**src/rtl/dsp_wr_capture_pkg.sv**
```systemverilog
// -----------------------------------------------------------------------------
// dsp_wr_capture_pkg
// Shared definitions for the DSP external write-bus capture path:
//   - default DSP bus widths
//   - FSM state encoding
//   - reset level of the synchronised (active-low) strobes
//   - width of the low-time counter and its compare helper
// -----------------------------------------------------------------------------
package dsp_wr_capture_pkg;

    // Default DSP bus widths
    localparam int DSP_DW = 16;
    localparam int DSP_AW = 8;

    // Low-time counter width; large enough for a minimum low time of 15
    localparam int LCW = 4;

    // Strobes are active low, so a synchroniser that has just come out of
    // reset must present "inactive"
    localparam logic STROBE_RST = 1'b1;

    // Capture FSM encoding
    typedef enum logic [1:0] {
        ST_IDLE = 2'd0,
        ST_LOW  = 2'd1,
        ST_QUAL = 2'd2
    } wr_state_t;

    // True when one more active cycle brings the low counter to the
    // required minimum low time
    function automatic logic low_reached(input logic [LCW-1:0] cnt,
                                         input logic [LCW-1:0] min_low);
        return ((cnt + 4'd1) == min_low);
    endfunction

endpackage

```
**src/rtl/dsp_wr_capture_sync2.sv**
```systemverilog
// -----------------------------------------------------------------------------
// sync2
// Two-flop synchroniser with configurable width and reset value.
// Used both for the DSP strobes and for the address/data buses so that all
// synchronised samples share exactly the same two-cycle delay.
// Ports:
//   clk  in   destination clock
//   rst  in   asynchronous active-high reset (both stages load RST_VAL)
//   d    in   W  asynchronous input
//   q    out  W  synchronised output (second stage)
// -----------------------------------------------------------------------------
module sync2 #(
    parameter int           W       = 1,
    parameter logic [W-1:0] RST_VAL = {W{1'b0}}
) (
    input  logic         clk,
    input  logic         rst,
    input  logic [W-1:0] d,
    output logic [W-1:0] q
);

    logic [W-1:0] s1;

    // Two-stage shift towards the destination clock domain
    always_ff @(posedge clk or posedge rst) begin
        if (rst) begin
            s1 <= RST_VAL;
            q  <= RST_VAL;
        end else begin
            s1 <= d;
            q  <= s1;
        end
    end

endmodule

```
**src/rtl/dsp_wr_capture.sv**
```systemverilog
// -----------------------------------------------------------------------------
// dsp_wr_capture
// Receive side of the DSP external write bus. The asynchronous chip select,
// write strobe, address and data are synchronised into clk_sys. A write is
// accepted once the combined strobe (xzcs low and xwe low) has been seen for
// at least MIN_LOW synchronised cycles; when the strobe then ends, a single
// cycle wr_pulse is issued together with the address/data sampled in the last
// active cycle. Shorter strobes are counted as glitches.
// Ports:
//   clk_sys     in   system clock
//   rst         in   asynchronous active-high reset
//   clken       in   capture enable; low forces IDLE and suppresses pulses
//   xzcs        in   DSP chip select, active low, asynchronous
//   xwe         in   DSP write strobe, active low, asynchronous
//   xaddr       in   AW  DSP address bus, asynchronous
//   xdata       in   DW  DSP data bus, asynchronous
//   wr_pulse    out  one-cycle write strobe, active high
//   wr_addr     out  AW  captured address, held until the next wr_pulse
//   wr_data     out  DW  captured data, held until the next wr_pulse
//   glitch_cnt  out  GCW saturating count of rejected strobes
// -----------------------------------------------------------------------------
module dsp_wr_capture
    import dsp_wr_capture_pkg::*;
#(
    parameter int DW      = DSP_DW,
    parameter int AW      = DSP_AW,
    parameter int MIN_LOW = 2,
    parameter int GCW     = 8
) (
    input  logic           clk_sys,
    input  logic           rst,
    input  logic           clken,
    input  logic           xzcs,
    input  logic           xwe,
    input  logic [AW-1:0]  xaddr,
    input  logic [DW-1:0]  xdata,
    output logic           wr_pulse,
    output logic [AW-1:0]  wr_addr,
    output logic [DW-1:0]  wr_data,
    output logic [GCW-1:0] glitch_cnt
);

    localparam logic [LCW-1:0] MIN_LOW_V = 4'(MIN_LOW);

    logic [1:0]        strb_s2;      // {xzcs, xwe} after two flops
    logic [AW+DW-1:0]  bus_s2;       // {xaddr, xdata} after two flops
    logic [AW-1:0]     addr_s2;
    logic [DW-1:0]     data_s2;
    logic              act;          // combined strobe active, aligned with bus_s2

    logic [AW-1:0]     hold_addr_r;
    logic [DW-1:0]     hold_data_r;
    wr_state_t         state_r;
    logic [LCW-1:0]    low_cnt_r;
    logic [1:0]        fill_r;       // tracks the synchroniser refilling after reset
    logic              armed_r;      // an inactive strobe has been seen since reset

    sync2 #(
        .W       (2),
        .RST_VAL ({2{STROBE_RST}})
    ) u_sync_strb (
        .clk (clk_sys),
        .rst (rst),
        .d   ({xzcs, xwe}),
        .q   (strb_s2)
    );

    sync2 #(
        .W       (AW + DW),
        .RST_VAL ({(AW + DW){1'b0}})
    ) u_sync_bus (
        .clk (clk_sys),
        .rst (rst),
        .d   ({xaddr, xdata}),
        .q   (bus_s2)
    );

    assign addr_s2 = bus_s2[AW+DW-1:DW];
    assign data_s2 = bus_s2[DW-1:0];
    assign act     = ~strb_s2[1] & ~strb_s2[0];

    // Keep the most recent bus sample taken while the strobe is active; the
    // last sample before the strobe ends is the one that gets written
    always_ff @(posedge clk_sys or posedge rst) begin
        if (rst) begin
            hold_addr_r <= {AW{1'b0}};
            hold_data_r <= {DW{1'b0}};
        end else if (act) begin
            hold_addr_r <= addr_s2;
            hold_data_r <= data_s2;
        end else begin
            hold_addr_r <= hold_addr_r;
            hold_data_r <= hold_data_r;
        end
    end

    // Arm capture only after an inactive strobe has been observed through a
    // fully refilled synchroniser. The strobe flops reset to "inactive", so
    // without the fill tracking a strobe held low across reset would look
    // like it had just started and its tail would be written.
    always_ff @(posedge clk_sys or posedge rst) begin
        if (rst) begin
            fill_r  <= 2'b00;
            armed_r <= 1'b0;
        end else begin
            fill_r <= {fill_r[0], 1'b1};
            if (fill_r[1] && !act) begin
                armed_r <= 1'b1;
            end else begin
                armed_r <= armed_r;
            end
        end
    end

    // Capture FSM with registered pulse, captured bus and glitch counter
    always_ff @(posedge clk_sys or posedge rst) begin
        if (rst) begin
            state_r    <= ST_IDLE;
            low_cnt_r  <= {LCW{1'b0}};
            wr_pulse   <= 1'b0;
            wr_addr    <= {AW{1'b0}};
            wr_data    <= {DW{1'b0}};
            glitch_cnt <= {GCW{1'b0}};
        end else if (!clken) begin
            // Disabled: abandon any strobe in progress without pulsing or
            // counting; captured values and the glitch count are held
            state_r   <= ST_IDLE;
            low_cnt_r <= {LCW{1'b0}};
            wr_pulse  <= 1'b0;
        end else begin
            wr_pulse <= 1'b0;
            case (state_r)
                ST_IDLE: begin
                    if (act && armed_r) begin
                        low_cnt_r <= 4'd1;
                        state_r   <= (MIN_LOW == 1) ? ST_QUAL : ST_LOW;
                    end else begin
                        low_cnt_r <= {LCW{1'b0}};
                        state_r   <= ST_IDLE;
                    end
                end
                ST_LOW: begin
                    if (act) begin
                        low_cnt_r <= low_cnt_r + 4'd1;
                        if (low_reached(low_cnt_r, MIN_LOW_V)) begin
                            state_r <= ST_QUAL;
                        end else begin
                            state_r <= ST_LOW;
                        end
                    end else begin
                        // Strobe ended before reaching the minimum low time
                        state_r   <= ST_IDLE;
                        low_cnt_r <= {LCW{1'b0}};
                        if (glitch_cnt != {GCW{1'b1}}) begin
                            glitch_cnt <= glitch_cnt + {{(GCW-1){1'b0}}, 1'b1};
                        end else begin
                            glitch_cnt <= glitch_cnt;
                        end
                    end
                end
                ST_QUAL: begin
                    if (act) begin
                        state_r <= ST_QUAL;
                    end else begin
                        // Qualified strobe ended: publish the held sample
                        state_r   <= ST_IDLE;
                        low_cnt_r <= {LCW{1'b0}};
                        wr_pulse  <= 1'b1;
                        wr_addr   <= hold_addr_r;
                        wr_data   <= hold_data_r;
                    end
                end
                default: begin
                    state_r   <= ST_IDLE;
                    low_cnt_r <= {LCW{1'b0}};
                end
            endcase
        end
    end

endmodule

```
**config.mk**
```make
export PLATFORM = sky130hd
export DESIGN_NAME = dsp_wr_capture
export DESIGN_NICKNAME = d
export VERILOG_FILES = /design/src/rtl/dsp_wr_capture_pkg.sv /design/src/rtl/dsp_wr_capture_sync2.sv /design/src/rtl/dsp_wr_capture.sv
export SDC_FILE = /design/constraint.sdc
export NUM_CORES = 1
export LEC_CHECK = 0
export CAP_MARGIN = 5
export CORE_ASPECT_RATIO = 1.75
export CORE_MARGIN = 2
export CORE_UTILIZATION = 47
export DETAILED_ROUTE_END_ITERATION = 8
export HOLD_SLACK_MARGIN = 0.08
export PLACE_DENSITY = 0.74
export SYNTH_ARGS = -nofsm -noshare
export SYNTH_HDL_FRONTEND = slang
export SYNTH_SLANG_ARGS = --single-unit
```
**constraint.sdc**
```tcl
create_clock -name clk_sys -period 4.1 [get_ports clk_sys]
set_input_delay 0.82 -clock clk_sys [delete_from_list [all_inputs] [get_ports clk_sys]]
set_output_delay 0.82 -clock clk_sys [all_outputs]
set_load 0.02 [all_outputs]
```
==> flow_summary_export.csv, run 1 <==
group,metric,value,unit
logic_synthesis,synth_fp_nets,271,
run_status,status,"finished clean",
routing,drt-total-wl,6280,um
timing,slew_violations,0,
power,p_leak,2.38,nW
floorplanning,io_pins,62,
cells_and_area,final_cells,423,
placed_design,portBuffers,61,
worst_setup_path,worstSetupPathType,"in2reg",
floorplanning,die_h,126,um
floorplanning,initial_core_util,0.483,
logic_synthesis,synth.avg_cell_area,16.7,um2
hold_path,min_path_type,"reg2reg",
timing,rsz0062_at_grt,"false",
cells_and_area,nets,350,
clock_tree,cts_tree,"yes",
cells_and_area,n_antenna_cell,0,
clock_tree,cts_buffers,17,
placed_design,place_inst,391,
routing,drtPass1Iterations,4,
clock_tree,clk-insertion-delay-late,400,ps
routing,drt_iter0_drc,101,
worst_setup_path,rrSetupSlack,2090,ps
worst_setup_path,crit_arrival,2730,ps
floorplanning,die_w,73.6,um
logic_synthesis,synth_cells,239,
clock_tree,clock-root-buffer,"clkbuf_16",
grt,grt_usage,0.158,
grt,grt_start_max_net_pins,66,
logic_synthesis,yosysWarnings,0,
floorplanning,core,8260,um2
timing,fin_hold_ws,345,ps
logic_synthesis,synth_area_leaders,"dfrtp_1 72%, mux2_2 14%, dfstp_2 2.6%",
cells_and_area,drive_above_1_share,0.290,
timing,fmax,0.407,GHz
routing,drtAntennaViolNets,0,
flow_run,drv_cap,0,
logic_synthesis,synth_area,3990,um2
worst_setup_path,cp_data_required_time,4380,ps
power,pwr_density_cell,561,nW/um2
clock_tree,clk_pin_slew,50,ps
grt,grt_pass1_wl,10700,um
worst_setup_path,slowest_stage,"clkdlybuf4s50_1",
cells_and_area,areaGrowthSynthToFinish,33.6,%
worst_setup_path,cp_num_buf_inv,2,
timing,fin_crit,2460,ps
logic_synthesis,ys_seq_area_frac,0.742,
timing,tightest_slew,651,ps
power,ir_drop,0.360,mV
grt,antenna_found_initial,0,
timing,hold_viol,0,
worst_setup_path,crit_chain,"clkdlybuf4s50_1 -> o21ai_2 -> nor3b_4 -> buf_4 -> mux2_2",
logic_synthesis,synth_cell_type_count,37,
grt,grt_pass1_vias,2307,
floorplanning,fp-row-count,44,
worst_setup_path,path_max_fanout,16,
routing,wire_per_inst,14.8,um
routing,dr_total_vias,2171,
timing,fin_crit_sh,0.599,
cells_and_area,fin_util,0.645,
timing,clock_skew,11.3,ps
clock_tree,cts_sinks,118,
cells_and_area,fillers,586,
clock_tree,ctsHoldBuffers,0,
timing,setup_viol,0,
worst_setup_path,endpoint_kind,"register",
logic_synthesis,synth_largest_area_cell,"dfrtp_1",
placed_design,gp_congestion,0.842,
worst_setup_path,critPathMaxStageDelay,540,ps
logic_synthesis,ys_ff_latch,118,
clock_tree,cts_resized,0,
grt,gr-total-overflow,0,
timing,max_slew_margin,0.566,
floorplanning,die_area,9270,um2
placed_design,hpwlAfterDp,4070,um
clock_tree,clockBufferDepth,2,
clock_tree,htree_levels,4,
clock_tree,cts_setup_buffers,0,
routing,drc_errors,0,
logic_synthesis,synthDominantCellAreaShare,0.715,
worst_setup_path,cp_top_family,"buffers and inverters",
routing,viasPerCell,5.13,
timing,setup_tns,0,ps
worst_setup_path,crit_path_start_kind,"input pin",
## metal layers
metal  up-vias  track usage  wire length, um  part of all wire
li1        974            -                -                 -
met1      1127        0.181             2500              0.40
met2        60        0.246             3380              0.54
met3        10       0.0632              262             0.042
met4         0       0.0888              133             0.021
met5         -            0                0                 0
## path summary, 6_finish.rpt
path / startpoint / end / depth (start not counted)
max in group asynchronous: rst / u_sync_strb.s1[0] / 3
worst min register to register: u_sync_bus.s1[10] / u_sync_bus.q[10] / 0
min in group asynchronous: rst / u_sync_bus.q[6] / 2
worst max register to register: u_sync_strb.q[0] / wr_data[11] / 4
worst min-delay path: u_sync_bus.s1[10] / u_sync_bus.q[10] / 0
worst max-delay path: clken / wr_data[11] / 5
## sequential cells by signal, indices dropped and copies added, names as in the netlist, 4 cells and up
name and count:
glitch_cnt 8, low_cnt_r 4, wr_addr 8, u_sync_bus.s1 24
hold_data_r 16, wr_data 16, hold_addr_r 8, u_sync_bus.q 24
## synth_stat cells, drive strengths merged
cell type	count
nand3	6
mux2i	1
nor2	12
and2b	2
o21bai	1
a211oi	1
nor4	1
xnor2	1
and4	1
nor2b	1
nor3b	1
a22oi	1
o21ai	2
and3	1
buf	4
o32ai	1
a32o	1
nand4	1
inv	5
conb	1
dfrtp	114
o21a	1
a21o	1
mux2	50
ha	3
nand2	4
nand2b	4
and2	1
dfstp	4
nor3	3
xor2	4
a21oi	5
## cell usage in the layout (no fill, tap or decap), drive strengths merged, types with 2 or more instances in the layout
master           n
clkdlybuf4s50   61
nor3             3
nand2            4
o21ai            2
buf              3
clkinv           2
dfstp            4
dfrtp          114
a21oi            5
clkbuf          25
nand3            6
and2b            2
clkinvlp         3
bufinv           2
nor2            12
nand2b           4
mux2            50
inv              5
xor2             4
ha               3
## through the flow
step | cell area [um2] | setup slack [ps] | total power, W
3_3_place_gp | 4720 | 1250 | 0.00154
3_5_place_dp | 4720 | 1200 | 0.00155
5_1_grt | 5330 | 1560 | 0.00311
2_1_floorplan | 3990 | 158 | 0.00144
4_1_cts | 5330 | 1620 | 0.00303
6_report | 5330 | 1640 | 0.00299
## cell families (layout without fill, tap and decap cells)
group,after synthesis,after routing,share of synthesized area
AO/OA/AOI/OAI,14,14,0.0238
AND/OR/NAND/NOR,38,38,0.0565
other,1,1,0.000940
XOR/XNOR,5,5,0.0110
flip-flops,118,118,0.742
adder cells (fa/ha/maj),3,3,0.00941
multiplexers,51,51,0.144
buffers and inverters,9,101,0.0129
## power breakdown
group          switching [W]  total [W]  internal [W]
combinational       0.000101   0.000221      0.000120
sequential         0.0000546    0.00131       0.00126
clock               0.000470    0.00146      0.000988
## final cells by class
type                    instances  area (um2)  share of cell area
flip-flops and latches        118        2960               0.555
clock inverters                 7        92.6              0.0174
well taps                      92         115              0.0216
repair buffers                 64         646               0.121
multi-input cells             112         978               0.184
clock buffers                  25         515              0.0968
inverters                       5        21.3             0.00399
Note: power is estimated with default switching activity, not from simulation.
==> inputs of run 2 (changes only) <==
--- a/config.mk
+++ b/config.mk
@@ -8,10 +8,10 @@
 export CAP_MARGIN = 5
 export CORE_ASPECT_RATIO = 1.75
 export CORE_MARGIN = 2
-export CORE_UTILIZATION = 47
+export CORE_UTILIZATION = 52
 export DETAILED_ROUTE_END_ITERATION = 8
 export HOLD_SLACK_MARGIN = 0.08
-export PLACE_DENSITY = 0.74
+export PLACE_DENSITY = 0.78
 export SYNTH_ARGS = -nofsm -noshare
 export SYNTH_HDL_FRONTEND = slang
 export SYNTH_SLANG_ARGS = --single-unit
==> constraint.sdc (replaced) <==
create_clock -name clk_sys -period 2.4 [get_ports clk_sys]
set_input_delay 0.48 -clock clk_sys [delete_from_list [all_inputs] [get_ports clk_sys]]
set_output_delay 0.48 -clock clk_sys [all_outputs]
set_load 0.02 [all_outputs]
==> flow_summary_export.csv, run 2 (synthesis results as in run 1) <==
group,metric,value,unit
floorplanning,initial_core_util,0.531,
timing,slew_violations,0,
worst_setup_path,path_max_fanout,7,
clock_tree,cts_setup_buffers,0,
worst_setup_path,endpoint_kind,"output port",
grt,gr-total-overflow,0,
grt,grt_start_max_net_pins,119,
grt,grt_usage,0.178,
worst_setup_path,cp_data_required_time,1920,ps
cells_and_area,final_common_cell,"dfrtp_1",
worst_setup_path,worstSetupPathType,"reg2out",
timing,setup_viol,0,
routing,wire_per_inst,15.4,um
routing,drc_errors,0,
placed_design,portBuffers,61,
routing,drtAntennaViolNets,0,
cells_and_area,fillers,473,
hold_path,hold_path_end,"u_sync_bus.q[1]",
routing,viasPerCell,5.10,
cells_and_area,nets,351,
routing,dr_total_vias,2142,
floorplanning,die_area,8410,um2
routing,drtPass1Iterations,4,
cells_and_area,areaGrowthSynthToFinish,34.7,%
power,p_leak,2.40,nW
grt,grt_pass1_vias,2253,
grt,grt_pass1_wl,11200,um
clock_tree,clk_pin_slew,50,ps
clock_tree,cts_buffers,17,
clock_tree,clk-insertion-delay-late,400,ps
clock_tree,htree_levels,4,
floorplanning,fp-row-count,42,
cells_and_area,fin_util,0.715,
routing,drt-total-wl,6480,um
worst_setup_path,rrSetupSlack,750,ps
grt,antenna_found_initial,0,
routing,drt_iter0_drc,86,
cells_and_area,final_cells,420,
worst_setup_path,worstRegToRegCells,5,
clock_tree,cts_sinks,118,
timing,max_slew_margin,0.604,
clock_tree,cts_tree,"yes",
worst_setup_path,cp_top_family,"buffers and inverters",
cells_and_area,drive_above_1_share,0.286,
timing,fmax,0.509,GHz
timing,fin_crit,1970,ps
hold_path,min_from,"u_sync_bus.s1[1]",
clock_tree,clockBufferDepth,2,
worst_setup_path,crit_path_start_kind,"register",
worst_setup_path,cp_num_buf_inv,1,
timing,rsz0062_at_grt,"false",
cells_and_area,layout_common_cells,"114 x dfrtp_1, 61 x clkdlybuf4s50_1, 50 x mux2_2, 17 x clkbuf_16, 11 x nor2_1",
floorplanning,die_w,70.2,um
clock_tree,ctsHoldBuffers,0,
power,total_power,0.00529,W
placed_design,gp_congestion,0.781,
placed_design,place_inst,388,
power,ir_drop,0.746,mV
placed_design,hpwlAfterDp,3910,um
timing,clock_skew,5.63,ps
timing,tightest_slew,594,ps
timing,setup_tns,0,ps
worst_setup_path,rr_endpoint,"glitch_cnt[1]",
floorplanning,die_h,120,um
worst_setup_path,crit_chain,"clkdlybuf4s50_1",
clock_tree,cts_resized,0,
floorplanning,core,7510,um2
flow_run,drv_cap,0,
hold_path,min_path_type,"reg2reg",
power,pwr_density_cell,984,nW/um2
run_status,status,"finished clean",
worst_setup_path,slowest_stage,"clkdlybuf4s50_1",
clock_tree,clock-root-buffer,"clkbuf_16",
timing,hold_viol,0,
hold_path,hold_depth,0,
worst_setup_path,crit_arrival,1490,ps
worst_setup_path,critPathMaxStageDelay,640,ps
cells_and_area,n_antenna_cell,0,
worst_setup_path,worstReg2RegStart,"glitch_cnt[0]",
cells_and_area,reg_top3,"u_sync_bus.q x24, u_sync_bus.s1 x24",
timing,fin_hold_ws,344,ps
floorplanning,io_pins,62,
timing,fin_crit_sh,0.819,
run 2: cell count changes in the layout (fill, tap and decap cells not counted), sizes merged:
cell	delta
bufinv	+2
buf	+1
clkinvlp	-1
inv	-1
run 2: stage by stage:
stage          instance area (um2)  worst slack (ps)
5_1_grt                       5370               365
3_3_place_gp                  4730               336
6_report                      5370               434
2_1_floorplan                 3990               482
4_1_cts                       5370               422
3_5_place_dp                  4730               318
run 2: layout make-up:
class	count	area, um2	share of cell area
sequential	118	2960	0.551
inverter	5	22.5	0.00419
timing repair buffer	65	666	0.124
tap	88	110	0.0205
clock buffer	25	495	0.0922
clock inverter	7	141	0.0263
multi-input combinational	112	978	0.182
run 2: worst max path at each step:
stage	startpoint	endpoint	cells past startpoint
2_1_floorplan	rst	armed_r	1
3_3_place_gp	clken	wr_data[3]	5
3_5_place_dp	clken	wr_data[15]	5
4_1_cts	glitch_cnt[3]	glitch_cnt[3]	1
5_1_grt	glitch_cnt[3]	glitch_cnt[3]	1
6_report	glitch_cnt[3]	glitch_cnt[3]	1
run 2: report_power, final:
| part | switching [W] | leakage [nW] | total, W | internal, W |
|---|---|---|---|---|
| registers | 0.0000961 | 1.45 | 0.00224 | 0.00214 |
| logic | 0.000173 | 0.647 | 0.000378 | 0.000205 |
| clock network | 0.000819 | 0.308 | 0.00267 | 0.00185 |
run 2: routing by layer:
metal	global-route usage	part of all wire
met1	0.212	0.39
met2	0.288	0.54
met3	0.0588	0.044
met4	0.0901	0.022
met5	0	0
run 2: worst reg2reg max path, stage by stage, from the launching register on:
cell and delay, ps:
dfrtp_1 420, ha_1 230, nand3_1 160, nand2b_1 170, nor2b_2 190, mux2_2 350
==> inputs of run 3 (changes only) <==
==> constraint.sdc (replaced) <==
create_clock -name clk_sys -period 1.9 [get_ports clk_sys]
set_input_delay 0.38 -clock clk_sys [delete_from_list [all_inputs] [get_ports clk_sys]]
set_output_delay 0.38 -clock clk_sys [all_outputs]
set_load 0.02 [all_outputs]
==> flow_summary_export.csv, run 3 (synthesis results as in run 1) <==
group,metric,value,unit
grt,grt_usage,0.174,
cells_and_area,multi_input_comb_area,978,um2
clock_tree,clockBufferDepth,2,
clock_tree,cts_sinks,118,
timing,slew_violations,0,
floorplanning,die_h,120,um
worst_setup_path,crit_arrival,1460,ps
worst_setup_path,critPathMaxStageDelay,630,ps
timing,fmax,0.542,GHz
cells_and_area,areaGrowthSynthToFinish,33.7,%
placed_design,portBuffers,61,
worst_setup_path,worstReg2RegStart,"u_sync_strb.q[1]",
timing,clock_skew,8.89,ps
timing,setup_viol,0,
timing,fin_crit_sh,0.970,
power,ir_drop,0.918,mV
power,p_leak,2.42,nW
worst_setup_path,cp_top_family,"buffers and inverters",
grt,grt_pass1_wl,10900,um
cells_and_area,reg_top3,"u_sync_bus.q x24, u_sync_bus.s1 x24",
worst_setup_path,slowest_stage,"clkdlybuf4s50_1",
timing,worst_slack,56.2,ps
grt,grt_start_max_net_pins,70,
hold_path,hold_path_end,"u_sync_bus.q[8]",
hold_path,hold_depth,0,
timing,fin_hold_ws,342,ps
clock_tree,ctsHoldBuffers,0,
cells_and_area,n_antenna_cell,0,
placed_design,hpwlAfterDp,4160,um
floorplanning,fp-row-count,42,
grt,grt_pass1_vias,2276,
routing,wire_per_inst,15.0,um
routing,drtPass1Iterations,4,
flow_run,drv_cap,0,
cells_and_area,nets,356,
placed_design,placed_cell_area,4780,um2
clock_tree,clock-root-buffer,"clkbuf_16",
routing,drc_errors,0,
run_status,status,"finished clean",
timing,setup_tns,0,ps
cells_and_area,fillers,498,
floorplanning,io_pins,62,
hold_path,min_path_type,"reg2reg",
worst_setup_path,rr_endpoint,"wr_addr[0]",
cells_and_area,final_common_cell,"dfrtp_1",
cells_and_area,fin_util,0.710,
worst_setup_path,cp_data_required_time,1520,ps
hold_path,min_from,"u_sync_bus.s1[8]",
power,pwr_density_cell,1150,nW/um2
floorplanning,die_w,70.2,um
placed_design,place_ws,-71.2,ps
worst_setup_path,crit_chain,"clkdlybuf4s50_1",
grt,gr-total-overflow,0,
clock_tree,clk-insertion-delay-late,400,ps
floorplanning,core,7510,um2
cells_and_area,layout_common_cells,"114 x dfrtp_1, 59 x clkdlybuf4s50_1, 50 x mux2_2, 17 x clkbuf_16, 11 x nor2_1",
routing,drt-total-wl,6360,um
grt,antenna_found_initial,0,
cells_and_area,stdcell_area,5330,um2
routing,drt_iter0_drc,51,
clock_tree,clk_pin_slew,50,ps
worst_setup_path,worstRegToRegCells,4,
grt,grtUsageMet1,0.197,
cells_and_area,final-seq-area,2960,um2
worst_setup_path,cp_num_buf_inv,1,
timing,fin_crit,1840,ps
cells_and_area,drive_above_1_share,0.300,
clock_tree,htree_levels,4,
routing,drtAntennaViolNets,0,
worst_setup_path,endpoint_kind,"output port",
clock_tree,cts_buffers,17,
placed_design,gp_congestion,0.789,
timing,rsz0062_at_grt,"false",
worst_setup_path,worstSetupPathType,"reg2out",
clock_tree,cts_resized,0,
grt,grtUsageMet2,0.276,
routing,viasPerCell,5.04,
worst_setup_path,crit_path_start_kind,"register",
clock_tree,cts_setup_buffers,0,
routing,dr_total_vias,2141,
worst_setup_path,rrSetupSlack,290,ps
timing,hold_viol,0,
worst_setup_path,path_max_fanout,6,
clock_tree,cts_tree,"yes",
floorplanning,die_area,8410,um2
floorplanning,initial_core_util,0.531,
grt,met3_usage,0.0789,
grt,top_usage_layer,"met2",
-- run 3: cell types whose count changed in the layout (fill, tap and decap cells not counted), sizes merged --
cell and delta:
buf +5, bufinv -4, clkbuf -1, clkdlybuf4s50 -2, clkinv +3, clkinvlp +2, dlymetal6s2s +2
-- run 3: how the worst max path moves through the flow --
stage                       start            end  slack, ps  depth (start not counted)
finish              glitch_cnt[4]  glitch_cnt[4]         60                          1
global route        glitch_cnt[4]  glitch_cnt[4]          3                          1
CTS                 glitch_cnt[3]  glitch_cnt[3]          2                          1
detailed placement          clken     wr_addr[6]        -70                          5
global placement            clken  glitch_cnt[1]        -40                          6
floorplan                     rst        armed_r         80                          1
-- run 3: layout make-up --
| type | count | area share |
|---|---|---|
| multi-input combinational | 112 | 0.183 |
| tap | 88 | 0.0206 |
| clock inverter | 8 | 0.00962 |
| clock buffer | 24 | 0.0922 |
| inverter | 5 | 0.00422 |
| sequential | 118 | 0.555 |
| timing repair buffer | 70 | 0.135 |
-- run 3: through the flow --
step | std cells | total power, W
finish | 425 | 0.00612
global route | 425 | 0.00637
global placement | 393 | 0.00333
floorplan | 239 | 0.00311
detailed placement | 393 | 0.00336
CTS | 425 | 0.00619
-- run 3: layer usage --
metal  share of wire  up-vias
met5               0        -
met4           0.027        0
met3           0.047       14
met2            0.51       54
met1            0.41     1084
li1                -      989
-- run 3: report_power, final --
| part | leakage (nW) | total [W] | internal, W | switching [W] |
|---|---|---|---|---|
| clock network | 0.262 | 0.00281 | 0.00179 | 0.00102 |
| logic | 0.712 | 0.000485 | 0.000266 | 0.000219 |
| registers | 1.45 | 0.00283 | 0.00271 | 0.000117 |
| total | 2.42 | 0.00612 | 0.00477 | 0.00136 |
